==> src/rtl/jtag_ram_pkg.sv <==
// Shared constants for the JTAG/local RAM arbiter: default RAM geometry,
// request address width and requester indices.
package jtag_ram_pkg;
   localparam int ADDR_W_DEF = 9;
   localparam int DATA_W_DEF = 32;
   localparam int REQ_ADDR_W = 31;
   localparam int CNT_W      = 16;
   localparam int REQ_JTAG   = 0;
   localparam int REQ_LOCAL  = 1;
endpackage

==> src/rtl/jtag_ram_rr2.sv <==
// Two-way round-robin pick: a lone requester wins, a tie goes to the
// requester that did not win last.
module jtag_ram_rr2 (
   input  logic [1:0] req_i,
   input  logic       last_i,
   output logic [1:0] grant_o
);
   assign grant_o[0] = req_i[0] & (~req_i[1] | last_i);
   assign grant_o[1] = req_i[1] & (~req_i[0] | ~last_i);
endmodule

==> src/rtl/jtag_ram_arbiter.sv <==
// Arbitrates JTAG (port 0) and local (port 1) access to a single-port block RAM.
// Optional grant statistics counters: define JTAG_RAM_ARBITER_STATS_EN.
module jtag_ram_arbiter
   import jtag_ram_pkg::*;
#(
   parameter int ADDR_W = ADDR_W_DEF,
   parameter int DATA_W = DATA_W_DEF
) (
   input  logic                  clk_p,
   input  logic                  RESET_N,
   input  logic                  req0,
   input  logic                  we0,
   input  logic [REQ_ADDR_W-1:0] addr0,
   input  logic [DATA_W-1:0]     wdata0,
   output logic                  gnt0,
   output logic                  rvalid0,
   output logic [DATA_W-1:0]     rdata0,
   output logic                  err0,
   input  logic                  req1,
   input  logic                  we1,
   input  logic [REQ_ADDR_W-1:0] addr1,
   input  logic [DATA_W-1:0]     wdata1,
   output logic                  gnt1,
   output logic                  rvalid1,
   output logic [DATA_W-1:0]     rdata1,
   output logic                  err1,
   output logic                  ram_en,
   output logic                  ram_we,
   output logic [ADDR_W-1:0]     ram_addr,
   output logic [DATA_W-1:0]     ram_wdata,
   input  logic [DATA_W-1:0]     ram_rdata,
   output logic [CNT_W-1:0]      grant_cnt0,
   output logic [CNT_W-1:0]      grant_cnt1
);
   logic [1:0]            req;
   logic [1:0]            grant;
   logic [1:0]            gnt;
   logic                  last_q, last_d;
   logic                  win_we;
   logic                  win_oor;
   logic [REQ_ADDR_W-1:0] win_addr;
   logic [DATA_W-1:0]     win_wdata;
   logic [1:0]            rsp_vld_q;
   logic                  rsp_err_q;
   logic                  rsp_rd_q;

   assign req = {req1, req0};

   jtag_ram_rr2 u_rr2 (
      .req_i   (req),
      .last_i  (last_q),
      .grant_o (grant)
   );

   // Grants are combinational, so gate them with reset to keep them low while held.
   assign gnt  = RESET_N ? grant : 2'b00;
   assign gnt0 = gnt[REQ_JTAG];
   assign gnt1 = gnt[REQ_LOCAL];

   assign win_we    = gnt[REQ_LOCAL] ? we1    : we0;
   assign win_addr  = gnt[REQ_LOCAL] ? addr1  : addr0;
   assign win_wdata = gnt[REQ_LOCAL] ? wdata1 : wdata0;
   assign win_oor   = |win_addr[REQ_ADDR_W-1:ADDR_W];

   assign ram_en    = (|gnt) & ~win_oor;
   assign ram_we    = ram_en & win_we;
   assign ram_addr  = win_addr[ADDR_W-1:0];
   assign ram_wdata = win_wdata;

   always_comb begin
      last_d = last_q;
      if (|gnt) last_d = gnt[REQ_LOCAL];
   end

   // last_q resets to 1 so that port 0 wins the first tie.
   always_ff @(posedge clk_p or negedge RESET_N) begin
      if (!RESET_N) begin
         last_q    <= 1'b1;
         rsp_vld_q <= 2'b00;
         rsp_err_q <= 1'b0;
         rsp_rd_q  <= 1'b0;
      end else begin
         last_q    <= last_d;
         rsp_vld_q <= gnt;
         rsp_err_q <= (|gnt) & win_oor;
         rsp_rd_q  <= ram_en & ~win_we;
      end
   end

   assign rvalid0 = rsp_vld_q[REQ_JTAG];
   assign rvalid1 = rsp_vld_q[REQ_LOCAL];
   assign rdata0  = (rsp_vld_q[REQ_JTAG]  & rsp_rd_q) ? ram_rdata : '0;
   assign rdata1  = (rsp_vld_q[REQ_LOCAL] & rsp_rd_q) ? ram_rdata : '0;
   assign err0    = rsp_vld_q[REQ_JTAG]  & rsp_err_q;
   assign err1    = rsp_vld_q[REQ_LOCAL] & rsp_err_q;

`ifdef JTAG_RAM_ARBITER_STATS_EN
   logic [CNT_W-1:0] cnt0_q, cnt1_q;

   always_ff @(posedge clk_p or negedge RESET_N) begin
      if (!RESET_N) begin
         cnt0_q <= '0;
         cnt1_q <= '0;
      end else begin
         if (gnt[REQ_JTAG]  && (cnt0_q != {CNT_W{1'b1}})) cnt0_q <= cnt0_q + 1'b1;
         if (gnt[REQ_LOCAL] && (cnt1_q != {CNT_W{1'b1}})) cnt1_q <= cnt1_q + 1'b1;
      end
   end

   assign grant_cnt0 = cnt0_q;
   assign grant_cnt1 = cnt1_q;
`else
   assign grant_cnt0 = '0;
   assign grant_cnt1 = '0;
`endif
endmodule

==> config.mk <==
export PLATFORM = sky130hd
export DESIGN_NAME = jtag_ram_arbiter
export DESIGN_NICKNAME = d
export VERILOG_FILES = /design/src/rtl/jtag_ram_pkg.sv /design/src/rtl/jtag_ram_rr2.sv /design/src/rtl/jtag_ram_arbiter.sv
export SDC_FILE = /design/constraint.sdc
export NUM_CORES = 1
export LEC_CHECK = 0
export BUFFER_PORTS_ARGS = -buffer_cell sky130_fd_sc_hd__clkbuf_2
export CAP_MARGIN = 10
export CELL_PAD_IN_SITES_DETAIL_PLACEMENT = 0
export CELL_PAD_IN_SITES_GLOBAL_PLACEMENT = 1
export CORE_AREA = 3 3 120 122
export CTS_BUF_LIST = sky130_fd_sc_hd__clkbuf_8
export DETAILED_ROUTE_END_ITERATION = 10
export DIE_AREA = 0 0 123 125
export PLACE_DENSITY = 0.73
export SYNTH_ARGS = -nofsm -noshare
export SYNTH_HDL_FRONTEND = slang
export SYNTH_SLANG_ARGS = --single-unit
==> constraint.sdc <==
create_clock -name clk_p -period 2.8 [get_ports clk_p]
set_input_delay 0.56 -clock clk_p [delete_from_list [all_inputs] [get_ports clk_p]]
set_output_delay 0.56 -clock clk_p [all_outputs]
set_load 0.02 [all_outputs]
# --- After elaboration in Yosys (flattened, before gate mapping) ---
# Index checks and enable logic that the tools add are counted.
totals:
  ff_bits: 5
  latchBits: 0
  ramBits: 0
  romBits: 0
  in_bits: 164
  output_inout_bits: 145
  elab_cells: 29
  memories: 0
classes:
  addsub: 0
  mul: 0
  div_mod_pow: 0
  n_lt_le_gt_ge: 0
  n_eq_ne: 0
  shifts: 0
  n_mux: 6
  bitwise: 17
  n_reduce_logical: 2
op_table:
  columns: ["operator", "n"]
  rows:
  - ["32-bit two-way mux", 3]
  - ["31-bit two-way mux", 1]
  - ["22-bit OR reduction", 1]
  - ["1-bit AND", 10]
  - ["1-bit NOT", 5]
  - ["2-bit two-way mux", 1]
  - ["1-bit OR", 2]
  - ["2-bit OR reduction", 1]
  - ["1-bit two-way mux", 1]

# --- Logic depth before layout (Yosys ltp) ---
# Gate-level depths: netlist of run 1.
logic_depth:
  ltp_word: 9
  mapped_depth: 6
  ltp_nobuf: 5

# --- By module ---
# Synthesis of run 1 repeated with hierarchy kept, for this count alone.
unflattened:
  cells_unflattened: 196
  hier_area_um2: 1569.0
by_module_without_submodules:
  columns: ["mod", "instances", "cells_each", "area_per_inst_um2"]
  rows:
  - ["jtag_ram_arbiter", 1, 193, 1550.2]
  - ["jtag_ram_rr2", 1, 3, 18.8]

# --- Least setup slack after synthesis of run 1 ---
# OpenSTA, ideal clock, no wires.
synth_path:
  kind: "input-to-output"
  start: "input port addr1[27]"
  end: "output port ram_we"
  arrival_ns: 1.980
  t_required_ns: 2.240
  setup_slack_ns: 0.260
  cell_stages: 3
  cell_sequence: "or4_4 or4_4 a211oi_2"
synth_via:
  elab_chain_len: 5
synth_lines:
  columns: ["element", "line", "text"]
  rows:
  - ["start, declared", "jtag_ram_arbiter.sv:21", "input logic [REQ_ADDR_W-1:0] addr1,"]
  - ["31-bit two-way mux", "jtag_ram_arbiter.sv:61", "assign win_addr = gnt[REQ_LOCAL] ? addr1 : addr0;"]
  - ["22-bit OR reduction", "jtag_ram_arbiter.sv:63", "assign win_oor = |win_addr[REQ_ADDR_W-1:ADDR_W];"]
  - ["1-bit NOT", "jtag_ram_arbiter.sv:65", "assign ram_en = (|gnt) & ~win_oor;"]
  - ["1-bit AND", "jtag_ram_arbiter.sv:65", null]
  - ["1-bit AND", "jtag_ram_arbiter.sv:66", "assign ram_we = ram_en & win_we;"]
  - ["end, declared", "jtag_ram_arbiter.sv:28", "output logic ram_we,"]
# Every way passes these cells.

# --- Worst setup path after layout of run 1 ---
# Ends and elaborated chain as after synthesis.

==> qor.yml, run 1 <==
final_cell_count_without_fillers: 722
cts_buffer_depth: 2
synth.lib_cells_used.distinct: 24
final-setup-viol-count: 0
clock-sinks: 5
synth_largest_area_cell: "sky130_fd_sc_hd__nand2_1"
clk-insertion-delay-late_ns: 0.22
post_synth_mux_area_share_pct: 0.6515
detailroute.via_count: 2760
yosys.area.top_type_share_pct: 30.29
worst_setup_path_end_kind: "primary output"
irDropWorstVdd_mv: 0.09226
chipHeight_um: 125
synth-compound-area-share_pct: 3.339
layout_utilization_pct: 23.06
drt_first_iter_violations: 71
layout.filler_cells: 1560
placement.io_buffers: 276
synth_xor_area_share_pct: 0
cp-start-kind: "primary input"
totalWireLength_mm: 9.702
timing_worst_slew_pin_value_ns: 0.5052
grt_setup_unrepaired: "no"
worstPathMaxFanout: 2
cts_tree: "yes"
setup-tns-final_ns: 0
wl_per_cell_um: 13.44
worstPathRequired_ns: 2.24
achievable-frequency_ghz: 0.3676
yosys_register_bits: 5
grt_pass1_wl_mm: 13.17
detail_route.drc_violations: 0
grt_max_degree: 65
floorplan.io_pins: 309
synth-simple-area-share_pct: 66.53
routabilityCongestion: 0.7219
first_global_vias: 2579
clkSlewWorstSetupHoldPaths_ns: 0.04
initial_utilization_pct: 11.56
detailedPlacementHpwl_mm: 8.524
crit_chain: "clkbuf_2, or4_4, or4_4, a211oi_2, clkbuf_2"
antenna_violations_before_repair: 0
num-nets-final: 711
maxSlewHeadroom_pct: 66.01
die_width_um: 123
cts_resized: 0
timing.max_cap.violations: 0
drv_slew: 0
worst-r2r-cell-count: 7
crit_slowest_cell: "sky130_fd_sc_hd__or4_4"
root_buffer: "sky130_fd_sc_hd__clkbuf_8"
max_stage_delay_ns: 0.54
setup.worst_path.class: "in -> out"
critical_path_arrival_ns: 2.16
rows: 42
synthesis.area_um2: 1536
post_cts.repair.setup_buffers: 0
crit-reg2reg-capture: "rsp_rd_q"
yosys_warnings: 0
grt-ovfl-total: 0
finalCriticalPeriod_ns: 2.721
min_path_type: "in -> async"
placed_cells: 718
floorplan.core_area_um2: 13300
final_min_period_over_clock_period_pct: 97.17
h_tree_level_count: 1
synthToLayoutAreaGrowth_pct: 99.51
antenna_cells_inserted: 0
fp.dieArea_um2: 15380
areal_power_density_over_the_cells_nw_per_um2: 211.0
power.static_leakage_nw: 2.237
synth_cells: 279
ys_seq_area_share_pct: 8.225
synth_top_family_by_area: "simple AND/OR/NAND/NOR gates"
detail_route.first_pass.iterations: 4
global_route.usage.total_pct: 10.94
p_total_uw: 646.7
finClkSkew_ns: 0.002360
avgSynthCellArea_um2: 5.507
reg_to_reg_startpoint: "last_q"
synth_adder_area_share_pct: 0
r2r_slack_ns: 0.74
via_per_inst: 3.823
numCtsBuffers: 3
postCtsHoldBufs: 0
post_detailed_route_count_of_antenna_violating_nets: 0
outcome: "finished, final reports clean"
hold_viol: 0
post_synth_main_area_contributors: "sky130_fd_sc_hd__nand2_1 (30%), sky130_fd_sc_hd__and3_1 (26%), sky130_fd_sc_hd__buf_4 (16%)"
layout-drive-gt1-share_pct: 54.21
worst max path at each step:
| stage | start | cells past startpoint | slack (ns) | to |
|---|---|---|---|---|
| 2_1_floorplan | addr1[27] | 3 | 0.26 | ram_we |
| 3_3_place_gp | addr1[27] | 5 | 0.04 | ram_we |
| 3_5_place_dp | addr1[27] | 5 | 0.03 | ram_we |
| 4_1_cts | addr1[27] | 5 | 0.04 | ram_we |
| 5_1_grt | addr1[9] | 6 | 0.007 | ram_we |
| 6_report | addr1[27] | 5 | 0.08 | ram_we |
cell families after synthesis:
logic type | Yosys count
flops | 5
buf+inv | 54
compound gates | 7
mux | 1
simple gates | 211
other cells | 1
power breakdown:
group	internal, mW	total (mW)	switching, mW
Combinational	0.163	0.433	0.270
Clock	0.0940	0.130	0.0358
Sequential	0.0807	0.0843	0.00362
layer usage:
| layer | global-route usage (%) | part of all wire (%) | wire [µm] |
|---|---|---|---|
| met5 | 0 | 0 | 0 |
| met1 | 11.41 | 36 | 3498 |
| met3 | 1.897 | 10 | 998 |
| met2 | 22.42 | 53 | 5145 |
| met4 | 1.759 | 0.61 | 59 |
flip-flops by register name (all words and copies together), names as in the netlist:
name,flops
rsp_err_q,1
rsp_rd_q,1
rsp_vld_q,2
last_q,1
per-stage QoR:
step / hold slack, ns / instance area (µm²) / worst slack [ns]
2_1_floorplan: 0.2644 / 1653 / 0.2605
3_3_place_gp: 0.4963 / 3020 / 0.04188
5_1_grt: 0.2795 / 3065 / 0.007225
6_report: 0.2658 / 3065 / 0.07934
3_5_place_dp: 0.4976 / 3020 / 0.03378
4_1_cts: 0.2616 / 3065 / 0.03824
synthesized netlist by cell type (all sizes together):
master	n
nand2	124
and3	64
buf	36
clkbuf	17
nor4	8
or4	6
dfrtp	4
nor2	3
a21oi	2
and2	2
nand4	2
a211oi	1
a31oi	1
conb	1
dfstp	1
inv	1
mux2i	1
nand3	1
nor3	1
o211a	1
o21a	1
o21ai	1
placed cells by master, fill, tap and decap left out, types with 3 or more instances in the layout:
cell	netlist	routed
sky130_fd_sc_hd__and3_1	64	64
sky130_fd_sc_hd__buf_4	32	8
sky130_fd_sc_hd__clkbuf_2	0	276
sky130_fd_sc_hd__clkbuf_8	0	3
sky130_fd_sc_hd__conb_1	1	32
sky130_fd_sc_hd__dfrtp_1	4	4
sky130_fd_sc_hd__nand2_1	124	124
sky130_fd_sc_hd__nor2_1	3	3
sky130_fd_sc_hd__nor4_1	8	8
sky130_fd_sc_hd__or4_4	4	4
layout make-up:
| class | instances | area [µm²] | area share (%) |
|---|---|---|---|
| Inverter | 1 | 3.754 | 0.1224 |
| Clock buffer | 3 | 41.29 | 1.347 |
| Multi-Input combinational cell | 251 | 1209 | 39.43 |
| Clock inverter | 1 | 3.754 | 0.1224 |
| Sequential cell | 5 | 126.4 | 4.122 |
| Tap cell | 176 | 220.2 | 7.184 |
| Timing Repair Buffer | 285 | 1461 | 47.67 |
critical path: cells and delay by family:
| family | cells | cell delay [ns] |
|---|---|---|
| and+or+nand+nor | 2 | 1.06 |
| buffers and inverters | 2 | 0.29 |
| AOI/OAI and AO/OA | 1 | 0.25 |
No activity file was read; power rests on OpenSTA's default activity.
==> inputs of run 2 (changes only) <==
--- a/config.mk
+++ b/config.mk
@@ -7,13 +7,12 @@
 export LEC_CHECK = 0
 export BUFFER_PORTS_ARGS = -buffer_cell sky130_fd_sc_hd__clkbuf_2
 export CAP_MARGIN = 10
-export CELL_PAD_IN_SITES_DETAIL_PLACEMENT = 0
-export CELL_PAD_IN_SITES_GLOBAL_PLACEMENT = 1
-export CORE_AREA = 3 3 120 122
+export CORE_AREA = 3 3 117 119
 export CTS_BUF_LIST = sky130_fd_sc_hd__clkbuf_8
 export DETAILED_ROUTE_END_ITERATION = 10
-export DIE_AREA = 0 0 123 125
-export PLACE_DENSITY = 0.73
+export DIE_AREA = 0 0 120 122
+export PLACE_DENSITY = 0.51
+export SETUP_SLACK_MARGIN = 0.05
 export SYNTH_ARGS = -nofsm -noshare
 export SYNTH_HDL_FRONTEND = slang
 export SYNTH_SLANG_ARGS = --single-unit
==> qor.yml, run 2 (synthesis gave the netlist of run 1 again) <==
global_route.usage.total_pct: 10.18  # was 10.94%
placed_cells: 714  # was 718
placement.io_buffers: 276  # unchanged
maxSlewHeadroom_pct: 67.09  # was 66.01%
areal_power_density_over_the_cells_nw_per_um2: 206.4  # was 211.0 nW/µm²
chipHeight_um: 122  # was 125 µm
clkSlewWorstSetupHoldPaths_ns: 0.03  # was 0.04 ns
grt_setup_unrepaired: "yes"  # was no
detail_route.first_pass.iterations: 4  # unchanged
worst-r2r-cell-count: 6  # was 7
synthToLayoutAreaGrowth_pct: 102.1  # was 99.51%
timing.max_cap.violations: 0  # unchanged
finClkSkew_ns: 0.001784  # was 0.002360 ns
routabilityCongestion: 0.7300  # was 0.7219
post_detailed_route_count_of_antenna_violating_nets: 0  # unchanged
floorplan.io_pins: 309  # unchanged
cp-start-kind: "primary input"  # unchanged
clock-sinks: 5  # unchanged
fp.dieArea_um2: 14640  # was 15,380 µm²
drt_first_iter_violations: 90  # was 71
outcome: "finished, final reports clean"  # unchanged
final-setup-viol-count: 0  # unchanged
grt-ovfl-total: 0  # unchanged
layout-drive-gt1-share_pct: 54.95  # was 54.21%
final_min_period_over_clock_period_pct: 95.89  # was 97.17%
clk-insertion-delay-late_ns: 0.22  # about the same
hold_viol: 0  # unchanged
worst_setup_path_end_kind: "primary output"  # unchanged
timing_worst_slew_pin_value_ns: 0.4892  # was 0.5052 ns
rows: 41  # was 42
num-nets-final: 711  # unchanged
antenna_cells_inserted: 0  # unchanged
h_tree_level_count: 1  # unchanged
irDropWorstVdd_mv: 0.1239  # was 0.09226 mV
layout_commonest_cell: "sky130_fd_sc_hd__clkbuf_2"  # unchanged
detail_route.drc_violations: 0  # unchanged
antenna_violations_before_repair: 0  # unchanged
first_global_vias: 2332  # was 2,579
root_buffer: "sky130_fd_sc_hd__clkbuf_8"  # unchanged
detailroute.via_count: 2723  # was 2,760
number_of_flip_flops_in_the_largest_register: 2  # unchanged
final_cell_mix: "sky130_fd_sc_hd__clkbuf_2 (273), sky130_fd_sc_hd__nand2_1 (124), sky130_fd_sc_hd__and3_1 (64)"  # was sky130_fd_sc_hd__clkbuf_2 (276), sky130_fd_sc_hd__nand2_1 (124), sky130_fd_sc_hd__and3_1 (64)
cts_tree: "yes"  # unchanged
grt_pass1_wl_mm: 11.97  # was 13.17 mm
detailedPlacementHpwl_mm: 7.688  # was 8.524 mm
numCtsBuffers: 3  # unchanged
largest_register: "rsp_vld_q"  # unchanged
drv_slew: 0  # unchanged
worstPathMaxFanout: 2  # unchanged
achievable-frequency_ghz: 0.3725  # was 0.3676 GHz
reg_to_reg_startpoint: "last_q"  # unchanged
postLayoutSetupSlackWorst_ns: 0.1152  # was 0.07934 ns
crit-reg2reg-capture: "rsp_rd_q"  # unchanged
final_cell_count_without_fillers: 718  # was 722
floorplan.core_area_um2: 12670  # was 13,300 µm²
worstPathRequired_ns: 2.24  # about the same
r2r_slack_ns: 0.91  # was 0.74 ns
grt_max_degree: 65  # unchanged
pre_cts_slack_ns: 0.01226  # was 0.03378 ns
cts_buffer_depth: 2  # unchanged
setup-tns-final_ns: 0  # unchanged
power.static_leakage_nw: 2.241  # was 2.237 nW
finalCriticalPeriod_ns: 2.685  # was 2.721 ns
critical_path_arrival_ns: 2.12  # was 2.16 ns
initial_utilization_pct: 12.13  # was 11.56%
die_width_um: 120  # was 123 µm
totalWireLength_mm: 8.839  # was 9.702 mm
via_per_inst: 3.792  # was 3.823
crit_start: "addr0[27]"  # was addr1[27]
wl_per_cell_um: 12.31  # was 13.44 µm
min_path_type: "in -> async"  # unchanged
setup.worst_path.class: "in -> out"  # unchanged
[run 2: cell types whose count changed in the layout (fill, tap and decap cells not counted)]
cell                       delta
sky130_fd_sc_hd__buf_12       -1
sky130_fd_sc_hd__buf_4        +2
sky130_fd_sc_hd__buf_6        +2
sky130_fd_sc_hd__clkbuf_2     -3
sky130_fd_sc_hd__nor4_1       -4
sky130_fd_sc_hd__nor4_2       +2
sky130_fd_sc_hd__nor4_4       +2
[run 2: timing repair]
action / CTS / global route
pin swaps: 2 / 5
gates resized for setup: 2 / 8
hold buffers: 0 / 0
setup buffers: 0 / 0
setup endpoints to repair: 1 / 2
cloned: 0 / 0
[run 2: worst max-delay path by stage]
stage / endpoint / cells after the start
floorplan: ram_we / 3
global placement: ram_we / 6
detailed placement: ram_we / 6
CTS: ram_we / 5
global route: ram_we / 6
finish: ram_we / 5
[run 2: layout make-up]
class                   count  area (µm²)
repair buffers            285        1464
fillers                  1475        9565
clock inverters             1       3.754
clock buffers               3       41.29
well taps                 172       215.2
flip-flops and latches      5       126.4
multi-input cells         251        1251
inverters                   1       3.754
[run 2: where the power goes]
| group | switching (mW) | internal, mW |
|---|---|---|
| logic | 0.266 | 0.163 |
| registers | 0.00317 | 0.0806 |
| clock network | 0.0340 | 0.0938 |
[run 2: through the flow]
step / power [mW] / hold WS [ns] / instance area [µm²] / utilization (%)
3_5_place_dp: 0.5090 / 0.4997 / 3003 / 23.70
3_3_place_gp: 0.5107 / 0.5049 / 3003 / 23.70
6_report: 0.6409 / 0.2684 / 3105 / 24.51
2_1_floorplan: 0.3337 / 0.2644 / 1653 / -
4_1_cts: 0.6420 / 0.2659 / 3057 / 24.12
5_1_grt: 0.6980 / 0.2646 / 3105 / 24.51
[run 2: routing by layer]
layer / routed length [µm] / part of all wire (%) / GRT usage, %
met5: 0 / 0 / 0
met4: 25 / 0.28 / 1.074
met2: 4633 / 52 / 19.60
met3: 943 / 11 / 3.064
met1: 3237 / 37 / 11.36
[run 2: worst max-delay path: stages]
cell	delay, ns
sky130_fd_sc_hd__clkbuf_2	0.09
sky130_fd_sc_hd__or4_4	0.53
sky130_fd_sc_hd__or4_4	0.53
sky130_fd_sc_hd__a211oi_2	0.24
sky130_fd_sc_hd__buf_4	0.17
==> inputs of run 3 (changes only) <==
--- a/config.mk
+++ b/config.mk
@@ -11,6 +11,7 @@
 export CTS_BUF_LIST = sky130_fd_sc_hd__clkbuf_8
 export DETAILED_ROUTE_END_ITERATION = 10
 export DIE_AREA = 0 0 120 122
+export MAX_ROUTING_LAYER = met4
 export PLACE_DENSITY = 0.51
 export SETUP_SLACK_MARGIN = 0.05
 export SYNTH_ARGS = -nofsm -noshare
==> constraint.sdc (replaced) <==
create_clock -name clk_p -period 2.8 [get_ports clk_p]
set_input_delay 0.28 -clock clk_p [delete_from_list [all_inputs] [get_ports clk_p]]
set_output_delay 0.28 -clock clk_p [all_outputs]
set_load 0.02 [all_outputs]
==> qor.yml, run 3 (synthesis gave the netlist of run 1 again) <==
synthToLayoutAreaGrowth_pct: 96.58  # was 102.1%
hold_end: "last_q"
timing_worst_slew_pin_value_ns: 0.8665  # was 0.4892 ns
crit_chain: "dlygate4sd3_1, clkbuf_2, nand3_2, or4_4, a211oi_2, clkbuf_2"  # was clkbuf_2, or4_4, or4_4, a211oi_2, buf_4
final_min_period_over_clock_period_pct: 92.42  # was 95.89%
switching_share_pct: 47.60  # was 47.33%
power.static_leakage_nw: 2.210  # was 2.241 nW
outcome: "finished, final reports clean"  # unchanged
placement.io_buffers: 276  # unchanged
grt_pass1_wl_mm: 11.91  # was 11.97 mm
cts_tree: "yes"  # unchanged
timing.max_cap.violations: 0  # unchanged
worst-r2r-cell-count: 6  # unchanged
antenna_violations_before_repair: 0  # unchanged
drt_first_iter_violations: 110  # was 90
number_of_flip_flops_in_the_largest_register: 2  # unchanged
grt_setup_unrepaired: "no"  # was yes
setup.worst_path.class: "in -> out"  # unchanged
floorplan.core_area_um2: 12670  # unchanged
timing.critical_path.buf_inv: 3  # was 2
hold_viol: 0  # unchanged
detail_route.drc_violations: 0  # unchanged
flip_flop_and_latch_area_um2: 126.4  # unchanged
combinationalPowerShare_pct: 64.0  # was 67.0%
numCtsBuffers: 3  # unchanged
crit-reg2reg-capture: "rsp_err_q"  # was rsp_rd_q
floorplan.io_pins: 309  # unchanged
detailroute.via_count: 2670  # was 2,723
critical_path_arrival_ns: 2.31  # was 2.12 ns
clk-insertion-delay-late_ns: 0.22  # about the same
pwr-share-seq_pct: 15.7  # was 13.1%
setup-tns-final_ns: 0  # unchanged
grt_max_degree: 65  # unchanged
totalWireLength_mm: 8.730  # was 8.839 mm
power.share.clock_pct: 20.3  # was 19.9%
maxSlewHeadroom_pct: 42.23  # was 67.09%
postLayoutSetupSlackWorst_ns: 0.2123  # was 0.1152 ns
die_width_um: 120  # unchanged
num-nets-final: 707  # was 711
min_path_type: "in -> reg"  # was in -> async
worstPathMaxFanout: 10  # was 2
post_detailed_route_count_of_antenna_violating_nets: 0  # unchanged
achievable-frequency_ghz: 0.3864  # was 0.3725 GHz
detailedPlacementHpwl_mm: 7.663  # was 7.688 mm
root_buffer: "sky130_fd_sc_hd__clkbuf_8"  # unchanged
detailed_place.area_um2: 2965  # was 3003 µm²
psw_uw: 300.1  # was 303.3 µW
placed_cells: 709  # was 714
internal-power_uw: 330.3  # was 337.5 µW
global_route.usage.total_pct: 10.35  # was 10.18%
final_cell_count_without_fillers: 714  # was 718
fin_hold_ws_ns: 0.2708  # was 0.2684 ns
initial_utilization_pct: 12.13  # unchanged
clkSlewWorstSetupHoldPaths_ns: 0.03  # about the same
drv_slew: 0  # unchanged
final-setup-viol-count: 0  # unchanged
reg_to_reg_startpoint: "last_q"  # unchanged
via_per_inst: 3.739  # was 3.792
worst_setup_path_end_kind: "primary output"  # unchanged
crit_slowest_cell: "sky130_fd_sc_hd__or4_4"  # unchanged
irDropWorstVdd_mv: 0.1648  # was 0.1239 mV
antenna_cells_inserted: 0  # unchanged
finalCriticalPeriod_ns: 2.588  # was 2.685 ns
layout.filler_cells: 1481  # was 1,475
fp.dieArea_um2: 14640  # unchanged
max_stage_delay_ns: 0.60  # was 0.53 ns
chipHeight_um: 122  # unchanged
p_total_uw: 630.5  # was 640.9 µW
largest_register: "rsp_vld_q"  # unchanged
wl_per_cell_um: 12.23  # was 12.31 µm
clock-sinks: 5  # unchanged
grt-ovfl-total: 0  # unchanged
cts_buffer_depth: 2  # unchanged
cp_top_family: "buffers and inverters"  # was simple AND/OR/NAND/NOR gates
detail_route.first_pass.iterations: 4  # unchanged
worstPathRequired_ns: 2.52  # was 2.24 ns
path_common_cell: "sky130_fd_sc_hd__clkbuf_2"  # was sky130_fd_sc_hd__or4_4
layout_commonest_cell: "sky130_fd_sc_hd__clkbuf_2"  # unchanged
min_path_cells: 2
r2r_slack_ns: 0.90  # was 0.91 ns
first_global_vias: 2381  # was 2,332
finClkSkew_ns: 0.001560  # was 0.001784 ns
final_area_um2: 3020  # was 3105 µm²
post_cts.repair.setup_buffers: 0  # unchanged
layout-drive-gt1-share_pct: 53.69  # was 54.95%
final_cell_mix: "sky130_fd_sc_hd__clkbuf_2 (276), sky130_fd_sc_hd__nand2_1 (124), sky130_fd_sc_hd__and3_1 (64)"  # was sky130_fd_sc_hd__clkbuf_2 (273), sky130_fd_sc_hd__nand2_1 (124), sky130_fd_sc_hd__and3_1 (64)
multiInputGateArea_um2: 1209  # was 1251 µm²
rows: 41  # unchanged
pre_cts_slack_ns: 0.5586  # was 0.01226 ns
cp-start-kind: "primary input"  # unchanged
areal_power_density_over_the_cells_nw_per_um2: 208.7  # was 206.4 nW/µm²
h_tree_level_count: 1  # unchanged
routabilityCongestion: 0.7682  # was 0.7300
layout_utilization_pct: 23.84  # was 24.51%
min_from: "req0"
==> run 3: changes by cell type in the layout (fill, tap and decap cells not counted), sizes merged <==
cell | previous run | this run
dlygate4sd3 | 0 | 1
buf | 12 | 4
clkbuf | 276 | 279
==> run 3: what timing repair did <==
item / in CTS / in global routing
resized for setup: 0 / 0
hold buffers: 1 / 0
hold endpoints to repair: 4 / 0
==> run 3: worst max-delay path by stage <==
stage | startpoint | end | cells after the start
final | RESET_N | ram_we | 6
after CTS | RESET_N | ram_we | 6
after global routing | RESET_N | ram_we | 6
after floorplan | last_q | ram_we | 5
after detailed placement | addr1[9] | ram_we | 6
after global placement | addr1[11] | ram_we | 6
==> run 3: worst reg2reg max path, stage by stage (launching register included) <==
cell and delay (ns):
sky130_fd_sc_hd__dfstp_2 0.53, sky130_fd_sc_hd__nand2_1 0.06, sky130_fd_sc_hd__nand3_2 0.13, sky130_fd_sc_hd__inv_2 0.05, sky130_fd_sc_hd__buf_4 0.27, sky130_fd_sc_hd__nor4_1 0.52, sky130_fd_sc_hd__nor3_1 0.16
==> run 3: power by group through the flow <==
stage,combinational [mW],sequential (mW),clock (mW)
floorplan,0.245,0.0883,0
global placement,0.405,0.100,0
detailed placement,0.404,0.0992,0
CTS,0.407,0.0986,0.131
global route,0.442,0.101,0.140
finish,0.403,0.0990,0.128
==> run 3: final cells by class <==
class / count / share of cell area, %
Inverter: 1 / 0.1243
Multi-Input combinational cell: 251 / 40.02
Clock buffer: 3 / 1.367
Sequential cell: 5 / 4.184
Tap cell: 172 / 7.125
Timing Repair Buffer: 281 / 47.06
Clock inverter: 1 / 0.1243
==> run 3: metal layers <==
layer  vias to the layer above  track usage (%)  routed length, µm
met5                         -                -                  0
met4                         0           0.8590                 22
met2                       178            19.11               4501
met3                         2            2.507                939
li1                       1389                -                  -
met1                      1101            11.80               3266
